## config.mk

```make
export PLATFORM = sky130hd
export DESIGN_NAME = ysyx_23060191_wbu
export DESIGN_NICKNAME = d
export VERILOG_FILES = /design/src/rtl/ysyx_23060191_wbu_pkg.sv /design/src/rtl/ysyx_23060191_wb_fifo.sv /design/src/rtl/ysyx_23060191_wbu.sv
export SDC_FILE = /design/constraint.sdc
export NUM_CORES = 1
export LEC_CHECK = 0
export ABC_AREA = 1
export ABC_CLOCK_PERIOD_IN_PS = 4000
export BUFFER_PORTS_ARGS = -buffer_cell sky130_fd_sc_hd__buf_4
export CAP_MARGIN = 20
export CORE_MARGIN = 2
export CORE_UTILIZATION = 45
export CTS_CLUSTER_SIZE = 14
export DETAILED_ROUTE_END_ITERATION = 8
export GPL_ROUTABILITY_DRIVEN = 0
export GPL_TIMING_DRIVEN = 0
export HOLD_SLACK_MARGIN = 0.06
export PLACE_DENSITY = 0.86
export SLEW_MARGIN = 20
export SYNTH_ARGS = -nofsm -noshare
export SYNTH_HDL_FRONTEND = slang
export SYNTH_SLANG_ARGS = --single-unit
export TNS_END_PERCENT = 100
```

## constraint.sdc

```tcl
create_clock -name clk -period 4 [get_ports clk]
set_clock_uncertainty 0.15 [all_clocks]
set_input_delay 0 -clock clk [delete_from_list [all_inputs] [get_ports clk]]
set_output_delay 0 -clock clk [all_outputs]
set_load 0.01 [all_outputs]
```

## src/rtl/ysyx_23060191_wbu_pkg.sv

```systemverilog
// Shared constants and helpers for the write-back unit.
//   WBU_CPU_WIDTH : default data/PC width
//   WB_ENTRY_W    : FIFO entry width at the default CPU width, {rd, wen, data, pc}
//   wb_entry_w()  : FIFO entry width for any CPU width
package ysyx_23060191_wbu_pkg;

  localparam int WBU_CPU_WIDTH = 32;
  localparam int WB_ENTRY_W    = 5 + 1 + 2 * WBU_CPU_WIDTH;

  function automatic int wb_entry_w(input int cpu_width);
    return 5 + 1 + 2 * cpu_width;
  endfunction

endpackage

```

## src/rtl/ysyx_23060191_wb_fifo.sv

```systemverilog
// Generic synchronous FIFO used as the write-back queue.
// Ports:
//   clk, rst        : clock and synchronous active-high reset
//   i_push, i_pop   : enqueue i_din / dequeue the head (ignored when full / empty)
//   o_dout          : head entry (raw storage; the caller gates it when empty)
//   o_full, o_empty : occupancy flags
//   o_count         : number of stored entries, 0..DEPTH
//   o_valid         : per-slot occupied bit
//   o_tags          : top TAG_W bits of every slot, so the caller can snoop queued entries
module ysyx_23060191_wb_fifo #(
  parameter int WIDTH = 8,
  parameter int DEPTH = 2,
  parameter int TAG_W = 1
) (
  input  logic                   clk,
  input  logic                   rst,
  input  logic                   i_push,
  input  logic                   i_pop,
  input  logic [WIDTH-1:0]       i_din,
  output logic [WIDTH-1:0]       o_dout,
  output logic                   o_full,
  output logic                   o_empty,
  output logic [$clog2(DEPTH):0] o_count,
  output logic [DEPTH-1:0]       o_valid,
  output logic [DEPTH*TAG_W-1:0] o_tags
);

  localparam int PTR_W = (DEPTH > 1) ? $clog2(DEPTH) : 1;
  localparam int CNT_W = $clog2(DEPTH) + 1;

  logic [WIDTH-1:0] r_mem [DEPTH];
  logic [PTR_W-1:0] r_wptr;
  logic [PTR_W-1:0] r_rptr;
  logic [CNT_W-1:0] r_count;
  logic [DEPTH-1:0] r_valid;

  logic w_push;
  logic w_pop;

  assign o_full  = (r_count == CNT_W'(DEPTH));
  assign o_empty = (r_count == '0);
  // Push is refused at full even if a pop happens in the same cycle.
  assign w_push  = i_push && !o_full;
  assign w_pop   = i_pop && !o_empty;

  always_ff @(posedge clk) begin
    if (rst) begin
      r_wptr  <= '0;
      r_rptr  <= '0;
      r_count <= '0;
      r_valid <= '0;
    end else begin
      if (w_push) begin
        r_mem[r_wptr]   <= i_din;
        r_valid[r_wptr] <= 1'b1;
        r_wptr          <= r_wptr + PTR_W'(1);
      end
      // Push and pop never target the same slot: that needs empty or full.
      if (w_pop) begin
        r_valid[r_rptr] <= 1'b0;
        r_rptr          <= r_rptr + PTR_W'(1);
      end
      if (w_push && !w_pop) begin
        r_count <= r_count + CNT_W'(1);
      end else if (w_pop && !w_push) begin
        r_count <= r_count - CNT_W'(1);
      end
    end
  end

  assign o_dout  = r_mem[r_rptr];
  assign o_count = r_count;
  assign o_valid = r_valid;

  always_comb begin
    o_tags = '0;
    for (int i = 0; i < DEPTH; i++) begin
      o_tags[i*TAG_W +: TAG_W] = r_mem[i][WIDTH-1 -: TAG_W];
    end
  end

endmodule

```

## src/rtl/ysyx_23060191_wbu.sv

```systemverilog
// Write-back unit: queues EXU/LSU results in order and retires one per commit
// handshake onto the GPR Rd write port.
// Ports:
//   i_exu_* / o_exu_ready : EXU result channel (lower priority)
//   i_lsu_* / o_lsu_ready : LSU result channel (higher priority)
//   o_wr_en_Rd, o_addr_Rd, o_data_Rd : GPR write port, write fires on the pop edge
//   o_commit_valid, i_commit_ready, o_commit_pc : retirement handshake
//   o_busy_mask : registers with a pending write in the queue
module ysyx_23060191_wbu
  import ysyx_23060191_wbu_pkg::*;
#(
  parameter int CPU_WIDTH = WBU_CPU_WIDTH,
  parameter int DEPTH     = 2
) (
  input  logic                 clk,
  input  logic                 rst,
  input  logic                 i_exu_valid,
  output logic                 o_exu_ready,
  input  logic [4:0]           i_exu_rd,
  input  logic                 i_exu_wen,
  input  logic [CPU_WIDTH-1:0] i_exu_data,
  input  logic [CPU_WIDTH-1:0] i_exu_pc,
  input  logic                 i_lsu_valid,
  output logic                 o_lsu_ready,
  input  logic [4:0]           i_lsu_rd,
  input  logic                 i_lsu_wen,
  input  logic [CPU_WIDTH-1:0] i_lsu_data,
  input  logic [CPU_WIDTH-1:0] i_lsu_pc,
  output logic                 o_wr_en_Rd,
  output logic [4:0]           o_addr_Rd,
  output logic [CPU_WIDTH-1:0] o_data_Rd,
  output logic                 o_commit_valid,
  input  logic                 i_commit_ready,
  output logic [CPU_WIDTH-1:0] o_commit_pc,
  output logic [31:0]          o_busy_mask
);

  localparam int ENTRY_W = wb_entry_w(CPU_WIDTH);
  localparam int CNT_W   = $clog2(DEPTH) + 1;
  localparam int TAG_W   = 6;

  logic               w_push;
  logic               w_pop;
  logic [ENTRY_W-1:0] w_din;
  logic [ENTRY_W-1:0] w_dout;
  logic [ENTRY_W-1:0] w_head;
  logic               w_full;
  logic               w_empty;
  logic [CNT_W-1:0]   w_count;
  logic [DEPTH-1:0]   w_valid;
  logic [DEPTH*TAG_W-1:0] w_tags;
  logic               w_head_wen;

  assign o_lsu_ready = !w_full;
  assign o_exu_ready = !w_full && !i_lsu_valid;
  assign w_push = (i_lsu_valid && o_lsu_ready) || (i_exu_valid && o_exu_ready);

  // Entry layout {rd, wen, data, pc}; x0 writes are stored with wen cleared.
  always_comb begin
    if (i_lsu_valid) begin
      w_din = {i_lsu_rd, i_lsu_wen && (i_lsu_rd != 5'd0), i_lsu_data, i_lsu_pc};
    end else begin
      w_din = {i_exu_rd, i_exu_wen && (i_exu_rd != 5'd0), i_exu_data, i_exu_pc};
    end
  end

  ysyx_23060191_wb_fifo #(
    .WIDTH (ENTRY_W),
    .DEPTH (DEPTH),
    .TAG_W (TAG_W)
  ) u_fifo (
    .clk     (clk),
    .rst     (rst),
    .i_push  (w_push),
    .i_pop   (w_pop),
    .i_din   (w_din),
    .o_dout  (w_dout),
    .o_full  (w_full),
    .o_empty (w_empty),
    .o_count (w_count),
    .o_valid (w_valid),
    .o_tags  (w_tags)
  );

  assign o_commit_valid = (w_count != '0);
  assign w_pop          = o_commit_valid && i_commit_ready;

  assign w_head      = w_empty ? '0 : w_dout;
  assign o_addr_Rd   = w_head[ENTRY_W-1 -: 5];
  assign w_head_wen  = w_head[ENTRY_W-6];
  assign o_data_Rd   = w_head[2*CPU_WIDTH-1 -: CPU_WIDTH];
  assign o_commit_pc = w_head[CPU_WIDTH-1:0];

  // Queued entries are flushed by reset, so their write must not leak out.
  assign o_wr_en_Rd = w_pop && w_head_wen && !rst;

  // Tag of each slot is {rd, wen}.
  always_comb begin
    o_busy_mask = '0;
    for (int i = 0; i < DEPTH; i++) begin
      if (w_valid[i] && w_tags[i*TAG_W]) begin
        o_busy_mask[w_tags[i*TAG_W+1 +: 5]] = 1'b1;
      end
    end
    o_busy_mask[0] = 1'b0;
  end

endmodule
```

* Yosys cells after proc, flatten, opt, wreduce, memory -nomap -nowiden
Memory sizes are Yosys's and may differ from the RTL's. A register that Yosys moved wholly into a read port is not among the register bits.
Cells that the tools add are included.
** Word-level totals
- Flip-flop bits (word level) :: 6
- Bits in writable memories :: 140
- Bits of input ports :: 145
- Output and inout bits :: 105
- Word-level logic and storage cells :: 74
- Memories kept :: 1
** Operators by class
- Add/sub/neg operators :: 4
- Magnitude comparators :: 8
- Equality and inequality tests :: 1
- Multiplexer cells :: 22
- Bitwise logic cells :: 4
- Reductions and logical operators :: 30
** Memories
- u_fifo.r_mem :: depth 2, bits a word 70, read ports 3, clocked after memory_dff 1, write ports 1, line ysyx_23060191_wb_fifo.sv:31 : logic [WIDTH-1:0] r_mem [DEPTH];
** Operators by type and width (count)
- 70-bit two-way mux :: 2
- 32-bit two-way mux :: 2
- 32-bit OR :: 1
- 1-bit logical AND :: 18
- 5-bit by 6-bit < comparator with 1-bit output (second input constant) :: 2
- 1-bit demux with 5-bit select :: 2
- 5-bit by 1-bit greater-or-equal comparator with 1-bit output (second input constant) :: 2
- 2-bit two-way mux :: 5
- 5-bit nonzero test :: 2
- 1-bit two-way mux :: 9
- 1-bit logical NOT :: 6
- 1-bit by 2-bit < comparator with 1-bit output (second input constant) :: 2
- 2-bit nonzero test :: 2
- 1-bit adder (second input constant) :: 2
- 2-bit by 1-bit adder with 2-bit output (second input constant) :: 1
- 2-bit AND :: 1
- 1-bit demux with 1-bit select :: 2
- 2-bit equality test (second input constant) :: 1
- 1-bit greater-or-equal comparator (second input constant) :: 2
- 2-bit logical NOT :: 1
- 2-bit NOT :: 1
- 2-bit OR :: 1
- 2-bit by 1-bit subtractor with 2-bit output (second input constant) :: 1
- 1-bit logical OR :: 1

* Logic depth before layout (Yosys ltp)
- Depth in word-level cells :: 10
- Mapped depth :: 11
- Mapped depth without buffers :: 11

* Hierarchy
A second synthesis with hierarchy kept.
** Second synthesis, totals
- Cells, all modules :: 816
- Area, all modules :: 7958.9 um^2
** By module, submodules not included
- ysyx_23060191_wb_fifo :: times used 1, cells an instance 281, area an instance 5825.6 um^2, seq. area each 4344.2 um^2
- ysyx_23060191_wbu :: times used 1, cells an instance 535, area an instance 2133.3 um^2, seq. area each 0.0 um^2

* Worst setup path before layout
Ideal clock, no wire load.
- Path kind :: register to register
- Start :: register u_fifo.r_count[0] (netlist: u_fifo.o_count[0])
- End :: memory u_fifo.r_mem[0][0] (netlist bit), enable pin
- Library setup time :: 0.499 ns
- Data arrival time :: 3.636 ns
- Data required time :: 3.351 ns
- Setup slack :: -0.285 ns
- Stages on the path, launching flop included :: 5
- Buffers on the path :: 0
- Clock period less this slack :: 4.285 ns
- Cell sequence :: dfxtp_1 > inv_1 > nand2_1 > nand3b_1 > nor2_1
** On the way
- Cells in the longest elaborated chain, start to end :: 9
- Elaborated cells between the ends (all ways) :: 10
- Classes of those cells :: eq/ne: 1; mux: 3; reduce/logical: 6
** Ends and longest elaborated chain
- start: declaration :: line ysyx_23060191_wb_fifo.sv:34 : logic [CNT_W-1:0] r_count;
- start signal: assignment :: line ysyx_23060191_wb_fifo.sv:64 : r_count <= r_count + CNT_W'(1);
- start signal: assignment :: line ysyx_23060191_wb_fifo.sv:66 : r_count <= r_count - CNT_W'(1);
- 2-bit equality test * :: line ysyx_23060191_wb_fifo.sv:40 : assign o_full = (r_count == CNT_W'(DEPTH));
- 1-bit logical NOT * :: line ysyx_23060191_wbu.sv:54 : assign o_lsu_ready = !w_full;
- named net o_lsu_ready :: line ysyx_23060191_wbu.sv:24 : output logic o_lsu_ready,
- 1-bit logical AND :: line ysyx_23060191_wbu.sv:55 : assign o_exu_ready = !w_full && !i_lsu_valid;
- 1-bit logical AND :: line ysyx_23060191_wbu.sv:56 : assign w_push = (i_lsu_valid && o_lsu_ready) || (i_exu_valid && o_exu_ready);
- 1-bit logical OR :: line ysyx_23060191_wbu.sv:56
- 1-bit logical AND * :: line ysyx_23060191_wb_fifo.sv:43 : assign w_push = i_push && !o_full;
- 1-bit two-way mux * :: line ysyx_23060191_wb_fifo.sv:53 : if (w_push) begin
- 1-bit two-way mux * :: line ysyx_23060191_wb_fifo.sv:47 : if (rst) begin
- 1-bit two-way mux (not written as such) * :: line ysyx_23060191_wb_fifo.sv:54 : r_mem[r_wptr] <= i_din;
- end: declaration :: line ysyx_23060191_wb_fifo.sv:31
Mark *: on every way through the listed nets, which the timed path passes. The rest lies on a longest branch.

* Final worst setup path
- Start :: input i_exu_rd[2]
- End :: memory u_fifo.r_mem[1][64] (netlist bit) (data pin)
** On the way
- Cells in the longest elaborated chain, start to end :: 3
** Ends and longest elaborated chain
- start: declaration :: line ysyx_23060191_wbu.sv:19 : input logic [4:0] i_exu_rd,
- 5-bit nonzero test :: line ysyx_23060191_wbu.sv:63 : w_din = {i_exu_rd, i_exu_wen && (i_exu_rd != 5'd0), i_exu_data, i_exu_pc};
- 1-bit logical AND :: line ysyx_23060191_wbu.sv:63
- 70-bit two-way mux :: line ysyx_23060191_wbu.sv:60 : if (i_lsu_valid) begin
- named net u_fifo.i_din[64] :: line ysyx_23060191_wb_fifo.sv:19 : input logic [WIDTH-1:0] i_din,
The timed path passes the listed nets, and every way through them passes these cells.

==> results.cfg <==
[run_status]
status = finished, final reports clean

[floorplan]
die_width_um = 128
rows = 45
ioPinCount = 250
core_um2 = 15100
dieArea_um2 = 16400
initial_core_util = 0.457
die_h_um = 128

[yosys]
synth.yosys.seq_area_share = 0.627
ys_seq_elements = 147
syn_area_um2 = 6930
synth_warnings = 0
synth_cell_types = 21
syn-num-nets = 914
syn_area_per_cell_um2 = 9.02
syn_inst = 768

[flow_run]
cap_violations = 0

[global_route]
antenna_found_initial = 0
grt_pass1_wl_um = 37700
grt_pass1_vias = 7621
grtUsageTotal = 0.302
globalRoute.totalOverflow = 0
grt_max_degree = 27

[clock_network]
cts_tree = yes
cts_sinks = 147
cts_buffers = 17
cts_htree_levels = 4
post_cts_resized = 0
cts_root_buffer = clkbuf_16
clk_path_buf_depth = 2
clk_latency_ns = 0.41
clk_pin_slew_ns = 0.06

[setup_path]
cp_max_fo = 2
reg2regPathDepth = 6
critPathArrivalTime_ns = 2.22
startpoint_type = input port
critPathRequiredTime_ns = 4.00
cp-end-kind = flop
critical_path_class = in -> reg

[finish]
layout_commonest_cell = nand2_1
antenna_cells = 0
n_fill_cell = 952
instances_no_fill = 1391
syn2layout_area_growth_pct = 62.2
layout-drive-gt1-share = 0.263
nNetsFinal = 1336
final_cell_mix = nand2_1, buf_4, dlygate4sd3_1, edfxtp_1, a21oi_1
fin_util = 0.742

[detailed_routing]
drt_first_iter_violations = 551
num_vias = 7317
post_drt_wl_per_cell_um = 17.7
ant_nets = 0
drc = 0
wl_um = 24700
viasPerCell = 5.26
drtPass1Iterations = 6

[sta]
fin_crit_ns = 2.22
layout_setup_ws_ns = 1.78
report.final.slew_viol_count = 0
max_freq_ghz = 0.450
fin_crit_sh = 0.555
setup_viol = 0
tns_ns = 0
finalHoldViolations = 0
slew-limit-headroom = 0.499
rsz0062_at_grt = no
tightest_slew_ns = 0.751

[power_and_ir_drop]
seqPwrFrac = 0.348
clock_power_share = 0.265
p_sw_frac = 0.344
p_sw_mw = 2.00
p_leak_nw = 5.08
p_per_area_nw_per_um2 = 517
ir_drop_mv = 0.337
power.internal_mw = 3.82
combPwrFrac = 0.387

[placement]
dpl.cell_count = 1210
place.detailed.hpwl_um = 14600
pre_cts_ws_ns = 1.90
io_buffers = 248

[hold_path]
hold_path.class = in -> reg
min_path_cells = 7
[synth_stat cells]
| cell type | instances | share of area |
|---|---|---|
| nand2_1 | 396 | 0.21 |
| edfxtp_1 | 140 | 0.61 |
| a21oi_1 | 72 | 0.052 |
| o21ai_0 | 32 | 0.023 |
| inv_1 | 29 | 0.016 |
| buf_2 | 27 | 0.020 |
| nor2_1 | 19 | 0.010 |
| nand3_1 | 14 | 0.010 |
| clkbuf_1 | 10 | 0.0054 |
| dfxtp_1 | 7 | 0.020 |
| nor3_1 | 7 | 0.0051 |
| nand4_1 | 4 | 0.0036 |
| nand3b_1 | 2 | 0.0022 |
| nor3_2 | 2 | 0.0029 |
| a211oi_1 | 1 | 0.0011 |
| buf_4 | 1 | 0.0011 |
| conb_1 | 1 | 0.00054 |
| ha_1 | 1 | 0.0018 |
| inv_2 | 1 | 0.00054 |
| nor3_4 | 1 | 0.0023 |
| o22ai_1 | 1 | 0.00090 |
[power by group through the flow]
stage                     Sequential, mW  Combinational (mW)  Clock [mW]
after floorplan                     2.03               0.985           0
after global placement              2.05                1.92           0
after detailed placement            2.04                2.02           0
after CTS                           2.01                2.19        1.54
after global routing                2.04                2.40        1.61
final                               2.02                2.25        1.54
[what timing repair did]
item,in CTS,in global routing
hold endpoints to repair,176,0
setup buffers,0,0
hold buffers,149,0
[worst paths after layout]
check	slack, ns	start	end
max	1.78	i_exu_rd[2]	u_fifo.r_mem[1][64]
max reg2reg	1.81	u_fifo.o_count[0]	u_fifo.r_mem[0][0]
min reg2reg	0.39	u_fifo.o_valid[0]	u_fifo.o_valid[0]
min	0.19	i_lsu_valid	u_fifo.o_valid[1]
[registers in the layout (all words and copies together) (netlist names), named ones only]
signal and flops:
u_fifo.o_count 2, u_fifo.r_mem 140, u_fifo.o_valid 2, u_fifo.r_rptr 1
u_fifo.r_wptr 1
[area by class of cell]
cell class | instances | area (um2) | area share
buffer | 38 | 180 | 0.0160
clock inverter | 13 | 135 | 0.0120
inverter | 30 | 113 | 0.0100
sequential | 147 | 4340 | 0.387
tap | 188 | 235 | 0.0209
multi-input combinational | 553 | 2300 | 0.205
clock buffer | 19 | 433 | 0.0385
timing repair buffer | 403 | 3490 | 0.311
[critical path: stages]
cell           delay, ns
dlygate4sd3_1       0.56
buf_4               0.15
nor2_1              0.12
nand4_1             0.12
nand3_1             0.09
dlygate4sd3_1       0.56
nand2_1             0.05
dlygate4sd3_1       0.56
[routing by layer]
metal,routed length [um],part of all wire,up-vias,track usage
li1,-,-,3392,-
met1,8610,0.35,3405,0.312
met2,13100,0.53,415,0.564
met3,1660,0.067,105,0.0593
met4,1310,0.053,0,0.175
met5,0,0,-,0
[through the flow]
step | area, um2 | total power, mW | hold WS [ns]
finish | 11200 | 5.81 | 0.194
global route | 11200 | 6.05 | 0.276
CTS | 11200 | 5.74 | 0.178
detailed placement | 9180 | 4.07 | 0.0962
global placement | 9030 | 3.98 | 0.0652
floorplan | 6930 | 3.02 | -0.0997
[logic make-up (layout without fill, tap and decap cells)]
group	after synthesis	after routing	share of synthesized area
simple gates	445	445	0.251
flops	147	147	0.627
compound gates	106	106	0.0771
buf+inv	68	503	0.0423
fa+ha+maj	1	1	0.00181
other cells	1	1	0.000541
Power figures use the tool's default switching activity.
